==> src/rtl/rat_io_pkg.sv <==
// rat_io_pkg: shared port map and types for the RAT MCU I/O responder.
// Build option: DEBOUNCE_EN enables per-button debounce counters.
package rat_io_pkg;

  typedef logic [7:0] port_id_t;

  localparam port_id_t PORT_SWITCHES = 8'h20;
  localparam port_id_t PORT_PENDING  = 8'h21;
  localparam port_id_t PORT_INT_MASK = 8'h22;
  localparam port_id_t PORT_INT_ACK  = 8'h23;
  localparam port_id_t PORT_LEDS     = 8'h40;
  localparam port_id_t PORT_SSEG     = 8'h81;

  // True when an OUT instruction on this cycle targets the given port.
  function automatic logic port_write(input logic strb, input port_id_t id,
                                      input port_id_t target);
    return strb && (id == target);
  endfunction

endpackage

==> src/rtl/rat_io_responder_btn_conditioner.sv <==
// btn_conditioner: one push-button through a 2-flop synchronizer, an optional
// debounce stage (DEBOUNCE_EN) and a rising-edge detector.
module btn_conditioner
`ifdef DEBOUNCE_EN
#(
  parameter int unsigned DB_W      = 16,
  parameter int unsigned DB_CYCLES = 50000
)
`endif
(
  input  logic CLK,
  input  logic RESET_N,
  input  logic BTN_RAW,
  output logic BTN_LEVEL,
  output logic BTN_RISE
);

  logic sync1_q;
  logic sync2_q;
  logic prev_q;
  logic level;

  // Two-stage synchronizer for the asynchronous button input.
  always_ff @(posedge CLK or negedge RESET_N) begin
    if (!RESET_N) begin
      sync1_q <= 1'b0;
      sync2_q <= 1'b0;
    end else begin
      sync1_q <= BTN_RAW;
      sync2_q <= sync1_q;
    end
  end

`ifdef DEBOUNCE_EN
  localparam logic [DB_W-1:0] CNT_LAST = DB_W'(DB_CYCLES - 1);

  logic [DB_W-1:0] cnt_q;
  logic [DB_W-1:0] cnt_d;
  logic            acc_q;
  logic            acc_d;

  // Count consecutive cycles the synchronized level disagrees with the
  // accepted level; any agreement restarts the count.
  always_comb begin
    cnt_d = '0;
    acc_d = acc_q;
    if (sync2_q != acc_q) begin
      if (cnt_q == CNT_LAST) begin
        acc_d = sync2_q;
      end else begin
        cnt_d = cnt_q + 1'b1;
      end
    end
  end

  // Debounce counter and accepted level.
  always_ff @(posedge CLK or negedge RESET_N) begin
    if (!RESET_N) begin
      cnt_q <= '0;
      acc_q <= 1'b0;
    end else begin
      cnt_q <= cnt_d;
      acc_q <= acc_d;
    end
  end

  assign level = acc_q;
`else
  assign level = sync2_q;
`endif

  // Previous accepted level for edge detection; reset to 0 so a button held
  // through reset release is seen as one press.
  always_ff @(posedge CLK or negedge RESET_N) begin
    if (!RESET_N) begin
      prev_q <= 1'b0;
    end else begin
      prev_q <= level;
    end
  end

  assign BTN_LEVEL = level;
  assign BTN_RISE  = level & ~prev_q;

endmodule

==> src/rtl/rat_io_responder.sv <==
// rat_io_responder: peripheral-side responder for the RAT MCU I/O bus.
// Latches OUT writes into LED / seven-seg registers, serves IN reads, and
// turns button presses into maskable, acknowledgeable interrupts.
// Build option: DEBOUNCE_EN adds DB_CYCLES-cycle debounce per button.
module rat_io_responder
  import rat_io_pkg::*;
#(
  parameter int unsigned NUM_BTN   = 4,
  parameter int unsigned DB_W      = 16,
  parameter int unsigned DB_CYCLES = 50000
) (
  input  logic               CLK,
  input  logic               RESET_N,
  input  logic [7:0]         PORT_ID,
  input  logic [7:0]         OUT_PORT,
  input  logic               IO_STRB,
  output logic [7:0]         IN_PORT,
  output logic               INT_CU,
  input  logic [7:0]         SWITCHES,
  input  logic [NUM_BTN-1:0] BUTTONS,
  output logic [7:0]         LEDS,
  output logic [7:0]         SSEG_VAL
);

  if (NUM_BTN < 1 || NUM_BTN > 8 || DB_W < 1 || DB_CYCLES < 1) begin : g_bad_cfg
    $error("rat_io_responder: unsupported parameter set");
  end

  logic [7:0]         sw_sync1_q;
  logic [7:0]         sw_sync2_q;
  logic [7:0]         leds_q;
  logic [7:0]         sseg_q;
  logic [NUM_BTN-1:0] mask_q;
  logic [NUM_BTN-1:0] pend_q;
  logic [NUM_BTN-1:0] pend_d;
  logic [NUM_BTN-1:0] ack_clr;
  logic [NUM_BTN-1:0] btn_rise;
  logic [NUM_BTN-1:0] btn_level;
  logic               int_q;

  // One conditioner per button.
  for (genvar i = 0; i < NUM_BTN; i++) begin : g_btn
`ifdef DEBOUNCE_EN
    btn_conditioner #(
      .DB_W      (DB_W),
      .DB_CYCLES (DB_CYCLES)
    ) u_cond (
      .CLK       (CLK),
      .RESET_N   (RESET_N),
      .BTN_RAW   (BUTTONS[i]),
      .BTN_LEVEL (btn_level[i]),
      .BTN_RISE  (btn_rise[i])
    );
`else
    btn_conditioner u_cond (
      .CLK       (CLK),
      .RESET_N   (RESET_N),
      .BTN_RAW   (BUTTONS[i]),
      .BTN_LEVEL (btn_level[i]),
      .BTN_RISE  (btn_rise[i])
    );
`endif
  end

  // Two-stage synchronizer for the slide switches.
  always_ff @(posedge CLK or negedge RESET_N) begin
    if (!RESET_N) begin
      sw_sync1_q <= '0;
      sw_sync2_q <= '0;
    end else begin
      sw_sync1_q <= SWITCHES;
      sw_sync2_q <= sw_sync1_q;
    end
  end

  // Writable output and mask registers; read-only and unmapped IDs fall through.
  always_ff @(posedge CLK or negedge RESET_N) begin
    if (!RESET_N) begin
      leds_q <= '0;
      sseg_q <= '0;
      mask_q <= '0;
    end else begin
      if (port_write(IO_STRB, PORT_ID, PORT_LEDS)) leds_q <= OUT_PORT;
      if (port_write(IO_STRB, PORT_ID, PORT_SSEG)) sseg_q <= OUT_PORT;
      if (port_write(IO_STRB, PORT_ID, PORT_INT_MASK)) mask_q <= OUT_PORT[NUM_BTN-1:0];
    end
  end

  // Pending update: write-1-to-clear first, then OR in new presses so a
  // press on the same edge as its acknowledge is not lost.
  always_comb begin
    ack_clr = '0;
    if (port_write(IO_STRB, PORT_ID, PORT_INT_ACK)) ack_clr = OUT_PORT[NUM_BTN-1:0];
    pend_d = (pend_q & ~ack_clr) | btn_rise;
  end

  // Pending flags and the registered interrupt request.
  always_ff @(posedge CLK or negedge RESET_N) begin
    if (!RESET_N) begin
      pend_q <= '0;
      int_q  <= 1'b0;
    end else begin
      pend_q <= pend_d;
      int_q  <= |(pend_q & mask_q);
    end
  end

  // Zero-latency read mux over registered sources; unmapped IDs read 0.
  always_comb begin
    IN_PORT = '0;
    case (PORT_ID)
      PORT_SWITCHES: IN_PORT = sw_sync2_q;
      PORT_PENDING:  IN_PORT = 8'(pend_q);
      PORT_INT_MASK: IN_PORT = 8'(mask_q);
      PORT_LEDS:     IN_PORT = leds_q;
      PORT_SSEG:     IN_PORT = sseg_q;
      default:       IN_PORT = '0;
    endcase
  end

  assign LEDS     = leds_q;
  assign SSEG_VAL = sseg_q;
  assign INT_CU   = int_q;

endmodule

==> config.mk <==
export PLATFORM = sky130hd
export DESIGN_NAME = rat_io_responder
export DESIGN_NICKNAME = d
export VERILOG_FILES = /design/src/rtl/rat_io_pkg.sv /design/src/rtl/rat_io_responder_btn_conditioner.sv /design/src/rtl/rat_io_responder.sv
export SDC_FILE = /design/constraint.sdc
export NUM_CORES = 1
export LEC_CHECK = 0
export ABC_AREA = 0
export CAP_MARGIN = 20
export CORE_MARGIN = 4
export CORE_UTILIZATION = 30
export CTS_CLUSTER_DIAMETER = 120
export DETAILED_ROUTE_END_ITERATION = 10
export GPL_ROUTABILITY_DRIVEN = 0
export SKIP_CTS_REPAIR_TIMING = 1
export SLEW_MARGIN = 10
export SYNTH_ARGS = -nofsm -noshare
export SYNTH_HDL_FRONTEND = slang
export SYNTH_SLANG_ARGS = --single-unit
==> constraint.sdc <==
create_clock -name CLK -period 2.15 [get_ports CLK]
set_input_delay 0.3225 -clock CLK [delete_from_list [all_inputs] [get_ports CLK]]
set_output_delay 0.3225 -clock CLK [all_outputs]
set_load 0.01 [all_outputs]
==> results.py, run 1 <==
metrics = {
    "outcome": {
        "status": "finished with violations",
        "violations": "setup timing",
    },
    "cts": {
        "cts_buffers": 5,
        "clkTransAtPathRegs_ns": 0.09,
        "cts-root-buf": "clkbuf_8",
        "cts_sinks": 53,
        "clockBufferDepth": 2,
        "htreeDepth": 2,
        "cts_tree": "built",
        "clk_latency_ns": 0.29,
    },
    "sta": {
        "min_period_ns": 2.22,
        "finalSetupViolCount": 5,
        "fin_ws_ns": -0.0730,
        "rsz0062_at_grt": "yes",
        "skew_ns": 0.00411,
        "max_slew_margin_pct": 56.1,
        "worst_slew_pin_slew_ns": 0.659,
        "drv_slew": 0,
        "finalCritPeriodShare_pct": 103,
        "hold_viol_final": 0,
        "fmax_mhz": 450,
        "setup_tns_ns": -0.113,
    },
    "final_layout": {
        "multi_input_area_sq_um": 701,
        "seqCellArea_sq_um": 1330,
        "area_growth_pct": 46.2,
        "drive_gt1_share_pct": 34.4,
        "fill_cells": 610,
        "fin_nets": 254,
        "diodes": 0,
    },
    "placement": {
        "dp_hpwl_microns": 3560,
        "io_buffers": 55,
    },
    "grt": {
        "grt_use_total_pct": 12.2,
        "grt_pass1_vias": 1495,
        "grt_max_degree": 54,
        "antenna_found_initial": 0,
        "overflow": 0,
        "grt_pass1_wl_microns": 7800,
    },
    "setup_path": {
        "cp_data_required_time_ns": 1.83,
        "startpoint_type": "input pin",
        "crit_slowest_cell": "or4_4",
        "timing.critical_path.mode_cell": "buf_6",
        "startpoint": "PORT_ID[1]",
        "timing.rr.start": "SSEG_VAL[3]",
        "cp_slowest_stage_delay_ns": 0.56,
        "endpoint_kind": "output port",
        "crit_fanout": 4,
        "critPathTopFamily": "simple AND/OR/NAND/NOR gates",
        "path_buf_inv": 5,
        "path_cells": "buf_6 > or4_4 > nor4_4 > buf_6 > buf_6 > buf_6 > a22oi_2 > nand2_1 > buf_2",
        "worstPathArrival_ns": 1.90,
        "setup.worst_path.class": "in -> out",
    },
    "die": {
        "die_w_microns": 90.3,
        "die_h_microns": 90.3,
        "pin_count": 56,
        "initial_core_util_pct": 31.4,
        "rows": 29,
        "core_area_sq_um": 6460,
        "fp.dieArea_sq_um": 8150,
    },
    "logic_synthesis": {
        "synth_compound_area_share_pct": 7.83,
        "synth_top_area_share_pct": 65.3,
        "netlist_instances": 137,
        "synth.area.top_cells": "dfrtp_1 65%, mux2_2 8.9%, a22oi_1 4.1%",
        "yosysTopAreaCell": "dfrtp_1",
        "synth_flop_cell": "dfrtp_1",
        "synthAdderAreaFrac_pct": 0,
        "synth_top_family_by_area": "multiplexers",
        "ys_seq_area_share_pct": 65.3,
        "ys_top_cells_by_count": "53 x dfrtp_1, 16 x mux2_2, 11 x a22oi_1, 11 x nand2_1, 6 x a22o_1",
        "yosys.area_share.simple_pct": 12.2,
        "synth_xor_area_share_pct": 0,
        "synth_warnings": 0,
        "syn_area_sq_um": 2030,
        "avgSynthCellArea_sq_um": 14.8,
        "synth-seq-cells": 53,
        "yosys-mux-area-fraction_pct": 12.8,
        "synth_cell_types": 29,
        "synth.most_common_cell": "dfrtp_1",
        "synth-edff-count": 0,
        "syn_nets": 168,
        "synthArstFlopShare_pct": 100,
    },
    "drt": {
        "final_antenna_net_count": 0,
        "vias_per_cell": 4.88,
        "drc": 0,
        "vias": 1470,
        "drt-total-wl_microns": 5040,
        "drt-pass1-iter-count": 5,
        "drtIter0Drc": 128,
        "post_drt_wl_per_cell_microns": 16.7,
    },
    "power_and_ir_drop": {
        "max-vdd-ir-drop_mv": 0.384,
        "p_leak_uw": 0.00142,
        "powerDensity_nw_per_um2": 612,
        "p_total_uw": 1820,
    },
    "job": {
        "drv_cap": 0,
    },
    "hold_path": {
        "min_path_type": "in -> async",
    },
}
==> final cells by class <==
type | count | share of cell area [%]
Clock inverter | 2 | 0.506
Inverter | 5 | 0.632
Tap cell | 77 | 3.24
Clock buffer | 6 | 2.44
Timing Repair Buffer | 82 | 24.9
Sequential cell | 53 | 44.7
Multi-Input combinational cell | 76 | 23.6
==> flip-flops by register name, summed over array words and instances (netlist names) <==
signal / cells
INT_CU: 1
sw_sync1_q: 8
pend_q: 4
g_btn.u_cond.prev_q: 4
g_btn.u_cond.BTN_LEVEL: 4
SSEG_VAL: 8
g_btn.u_cond.sync1_q: 4
sw_sync2_q: 8
LEDS: 8
mask_q: 4
==> placed cells by master, fill, tap and decap left out, types with 2 or more instances in the layout <==
cell type         n
a22o_1            6
a22oi_1          10
buf_2             6
buf_4            23
buf_6             7
clkbuf_2          3
clkbuf_8          5
clkdlybuf4s50_1  38
clkinvlp_4        2
dfrtp_1          53
dlymetal6s2s_1    5
inv_1             5
mux2_2           16
mux2_4            4
mux2i_1           2
nand2_1          11
nand4_1           4
nor2b_1           2
nor3_1            2
nor4_4            2
==> logic make-up after synthesis <==
kind of cell	after synthesis
AND/OR/NAND/NOR	34
AO/OA/AOI/OAI	20
flip-flops	53
buffers and inverters	8
multiplexers	22
==> where the power goes <==
group | switching (uW) | internal (uW) | leakage (uW)
sequential | 25.4 | 1040 | 0.000650
combinational | 87.3 | 120 | 0.000730
clock | 312 | 230 | 0.0000374
total | 424 | 1390 | 0.00142
==> path summary, 6_finish.rpt <==
kind | end | slack (ns) | cells past startpoint
max | IN_PORT[3] | -0.07 | 9
min reg2reg | g_btn[1].u_cond.BTN_LEVEL | 0.36 | 0
min in group CLK | g_btn[1].u_cond.BTN_LEVEL | 0.36 | 0
max in group asynchronous | SSEG_VAL[4] | 1.58 | 2
max reg2reg | SSEG_VAL[3] | 1.35 | 1
min | g_btn[0].u_cond.sync1_q | 0.13 | 2
==> per-layer routing <==
layer,part of all wire (%),global-route usage [%],vias up
met5,0,0,-
met4,0.38,2.68,0
met3,5.8,3.58,2
met2,46,18.4,47
met1,47,17.5,749
li1,-,-,672
==> through the flow <==
step	hold WS, ns	setup slack [ns]	util [%]	instances	instance area [sq um]
finish	0.129	-0.0730	46.0	301	2970
global route	0.196	-0.184	46.0	301	2970
CTS	0.151	-0.946	45.0	296	2910
detailed placement	0.336	-0.925	43.6	288	2820
global placement	0.331	-0.918	43.6	288	2820
floorplan	0.0269	0.133	-	137	2030
No activity file was read; power rests on OpenSTA's default activity.
==> run 2, diff against run 1 <==
- SYNTH_HIERARCHICAL: not set -> 1
==> results.py, run 2 <==
metrics = {
    "outcome": {
        "status": "complete, no violations",
    },
    "sta": {
        "min_period_ns": 2.11,
        "finalCritPeriodShare_pct": 98.3,
        "max_slew_margin_pct": 55.7,
        "timing.hold.ws_ns": 0.115,
        "rsz0062_at_grt": "yes",
        "hold_viol_final": 0,
        "drv_slew": 0,
        "skew_ns": 0.00390,
        "finalSetupViolCount": 0,
        "worst_slew_pin_slew_ns": 0.665,
        "fmax_mhz": 473,
        "fin_ws_ns": 0.0362,
    },
    "die": {
        "pin_count": 56,
        "initial_core_util_pct": 31.7,
        "rows": 29,
        "die_w_microns": 90.8,
        "die_h_microns": 90.8,
        "fp.dieArea_sq_um": 8250,
        "core_area_sq_um": 6490,
    },
    "drt": {
        "vias_per_cell": 4.77,
        "post_drt_wl_per_cell_microns": 16.4,
        "drt-total-wl_microns": 5050,
        "drtIter0Drc": 74,
        "vias": 1465,
        "final_antenna_net_count": 0,
        "drt-pass1-iter-count": 4,
        "drc": 0,
    },
    "logic_synthesis": {
        "synth_top_area_share_pct": 64.5,
        "synth.most_common_cell": "dfrtp_1",
        "syn_nets": 177,
        "synthArstFlopShare_pct": 100,
        "synth.area.top_cells": "dfrtp_1 64%, mux2_2 8.2%, mux2_4 5.8%",
        "synth_warnings": 6,
        "netlist_instances": 146,
        "avgSynthCellArea_sq_um": 14.1,
        "ys_seq_area_share_pct": 64.5,
        "synth-edff-count": 0,
        "syn_area_sq_um": 2060,
        "ys_top_cells_by_count": "53 x dfrtp_1, 15 x mux2_2, 15 x nand2_1, 10 x a22oi_1, 9 x o21ai_0",
        "synth-seq-cells": 53,
        "yosysTopAreaCell": "dfrtp_1",
        "synth_flop_cell": "dfrtp_1",
        "synth_cell_types": 26,
    },
    "final_layout": {
        "drive_gt1_share_pct": 36.5,
        "fin_nets": 260,
        "final_common_cell": "dfrtp_1",
        "multi_input_area_sq_um": 763,
        "finish.utilization_pct": 46.3,
        "final_cell_mix": "53 x dfrtp_1, 39 x clkdlybuf4s50_1, 25 x buf_4, 15 x nand2_1, 15 x mux2_2",
        "diodes": 0,
        "fill_cells": 594,
        "seqCellArea_sq_um": 1330,
        "area_growth_pct": 46.2,
    },
    "grt": {
        "grt_pass1_vias": 1466,
        "grt_use_total_pct": 12.2,
        "antenna_found_initial": 0,
        "grt_max_degree": 54,
        "grt_pass1_wl_microns": 7670,
        "overflow": 0,
    },
    "cts": {
        "cts_buffers": 5,
        "cts-root-buf": "clkbuf_8",
        "clockBufferDepth": 2,
        "htreeDepth": 2,
        "clk_latency_ns": 0.31,
        "cts_sinks": 53,
        "cts_tree": "built",
        "clkTransAtPathRegs_ns": 0.10,
    },
    "setup_path": {
        "startpoint_type": "input pin",
        "crit_fanout": 3,
        "setup.worst_path.class": "in -> out",
        "worstPathArrival_ns": 1.79,
        "endpoint_kind": "output port",
        "cp_data_required_time_ns": 1.83,
    },
    "power_and_ir_drop": {
        "p_total_uw": 1990,
        "powerDensity_nw_per_um2": 662,
        "max-vdd-ir-drop_mv": 0.295,
        "p_leak_uw": 0.00140,
    },
    "job": {
        "drv_cap": 0,
    },
    "placement": {
        "dp_hpwl_microns": 3610,
        "io_buffers": 55,
        "preCtsSetupSlack_ns": -0.818,
    },
    "hold_path": {
        "min_path_type": "in -> async",
    },
}
-- run 2: cell types whose count changed in the layout (fill, tap and decap cells not counted), sizes merged, moves of 3 or more --
cell    change
a22o        -6
a32oi       +4
buf         -3
mux2        +3
nand2       +3
nand2b      +3
nor2        +3
o21ai       +9
-- run 2: path summary, 6_finish.rpt --
kind                               startpoint                 endpoint  slack (ns)  depth (start not counted)
worst max-delay path               PORT_ID[7]               IN_PORT[3]        0.04                          7
worst min-delay path                  RESET_N  g_btn[3].u_cond/sync1_q        0.12                          2
worst max register to register      mask_q[1]                   INT_CU        1.31                          2
worst min register to register  sw_sync1_q[2]            sw_sync2_q[2]        0.36                          0
max in group asynchronous             RESET_N            sw_sync1_q[6]        1.59                          2
min in group CLK                sw_sync1_q[2]            sw_sync2_q[2]        0.36                          0
-- run 2: cell families (layout without fill, tap and decap cells) --
family	count (synthesis)	after routing	synth area share, %
DFF	53	53	64.5
buffers and inverters	6	90	1.58
AOI/OAI and AO/OA	23	23	7.54
muxes	23	23	14.1
and+or+nand+nor	41	41	12.3
-- run 2: critical path: stages --
cell and delay [ns]:
buf_6 0.10, or4_4 0.56, nor4_4 0.32, buf_4 0.18, a22oi_1 0.06, o21ai_1 0.10, buf_2 0.16
-- run 2: area by class of cell --
class | count | share of cell area (%)
sequential | 53 | 44.1
multi-input combinational | 87 | 25.4
timing repair buffer | 80 | 23.1
tap | 77 | 3.20
clock buffer | 5 | 2.29
clock inverter | 3 | 1.66
inverter | 2 | 0.250
-- run 2: report_power, final --
| part | switching [uW] | internal (uW) |
|---|---|---|
| logic | 85.6 | 129 |
| registers | 27.6 | 1040 |
| clock network | 346 | 357 |
| total | 460 | 1530 |
-- run 2: per-stage QoR --
step / instances / TNS, ns / area, sq um
5_1_grt: 307 / -0.00290 / 3010
3_5_place_dp: 299 / -9.25 / 2860
4_1_cts: 307 / -6.11 / 2980
2_1_floorplan: 146 / 0 / 2060
6_report: 307 / 0 / 3010
3_3_place_gp: 299 / -8.97 / 2860
-- run 2: per-layer routing --
layer	GRT usage [%]	wire [microns]	vias up	share of wire, %
li1	-	-	691	-
met1	15.2	2140	722	42
met2	19.0	2530	42	50
met3	5.17	297	10	5.9
met4	3.77	80	0	1.6
met5	0	0	-	0
==> run 3, diff against run 2 <==
- GPL_ROUTABILITY_DRIVEN: 0 -> not set
==> results of run 3 <==
Same layout as run 2: the final DEF is identical, and so are final timing and power.
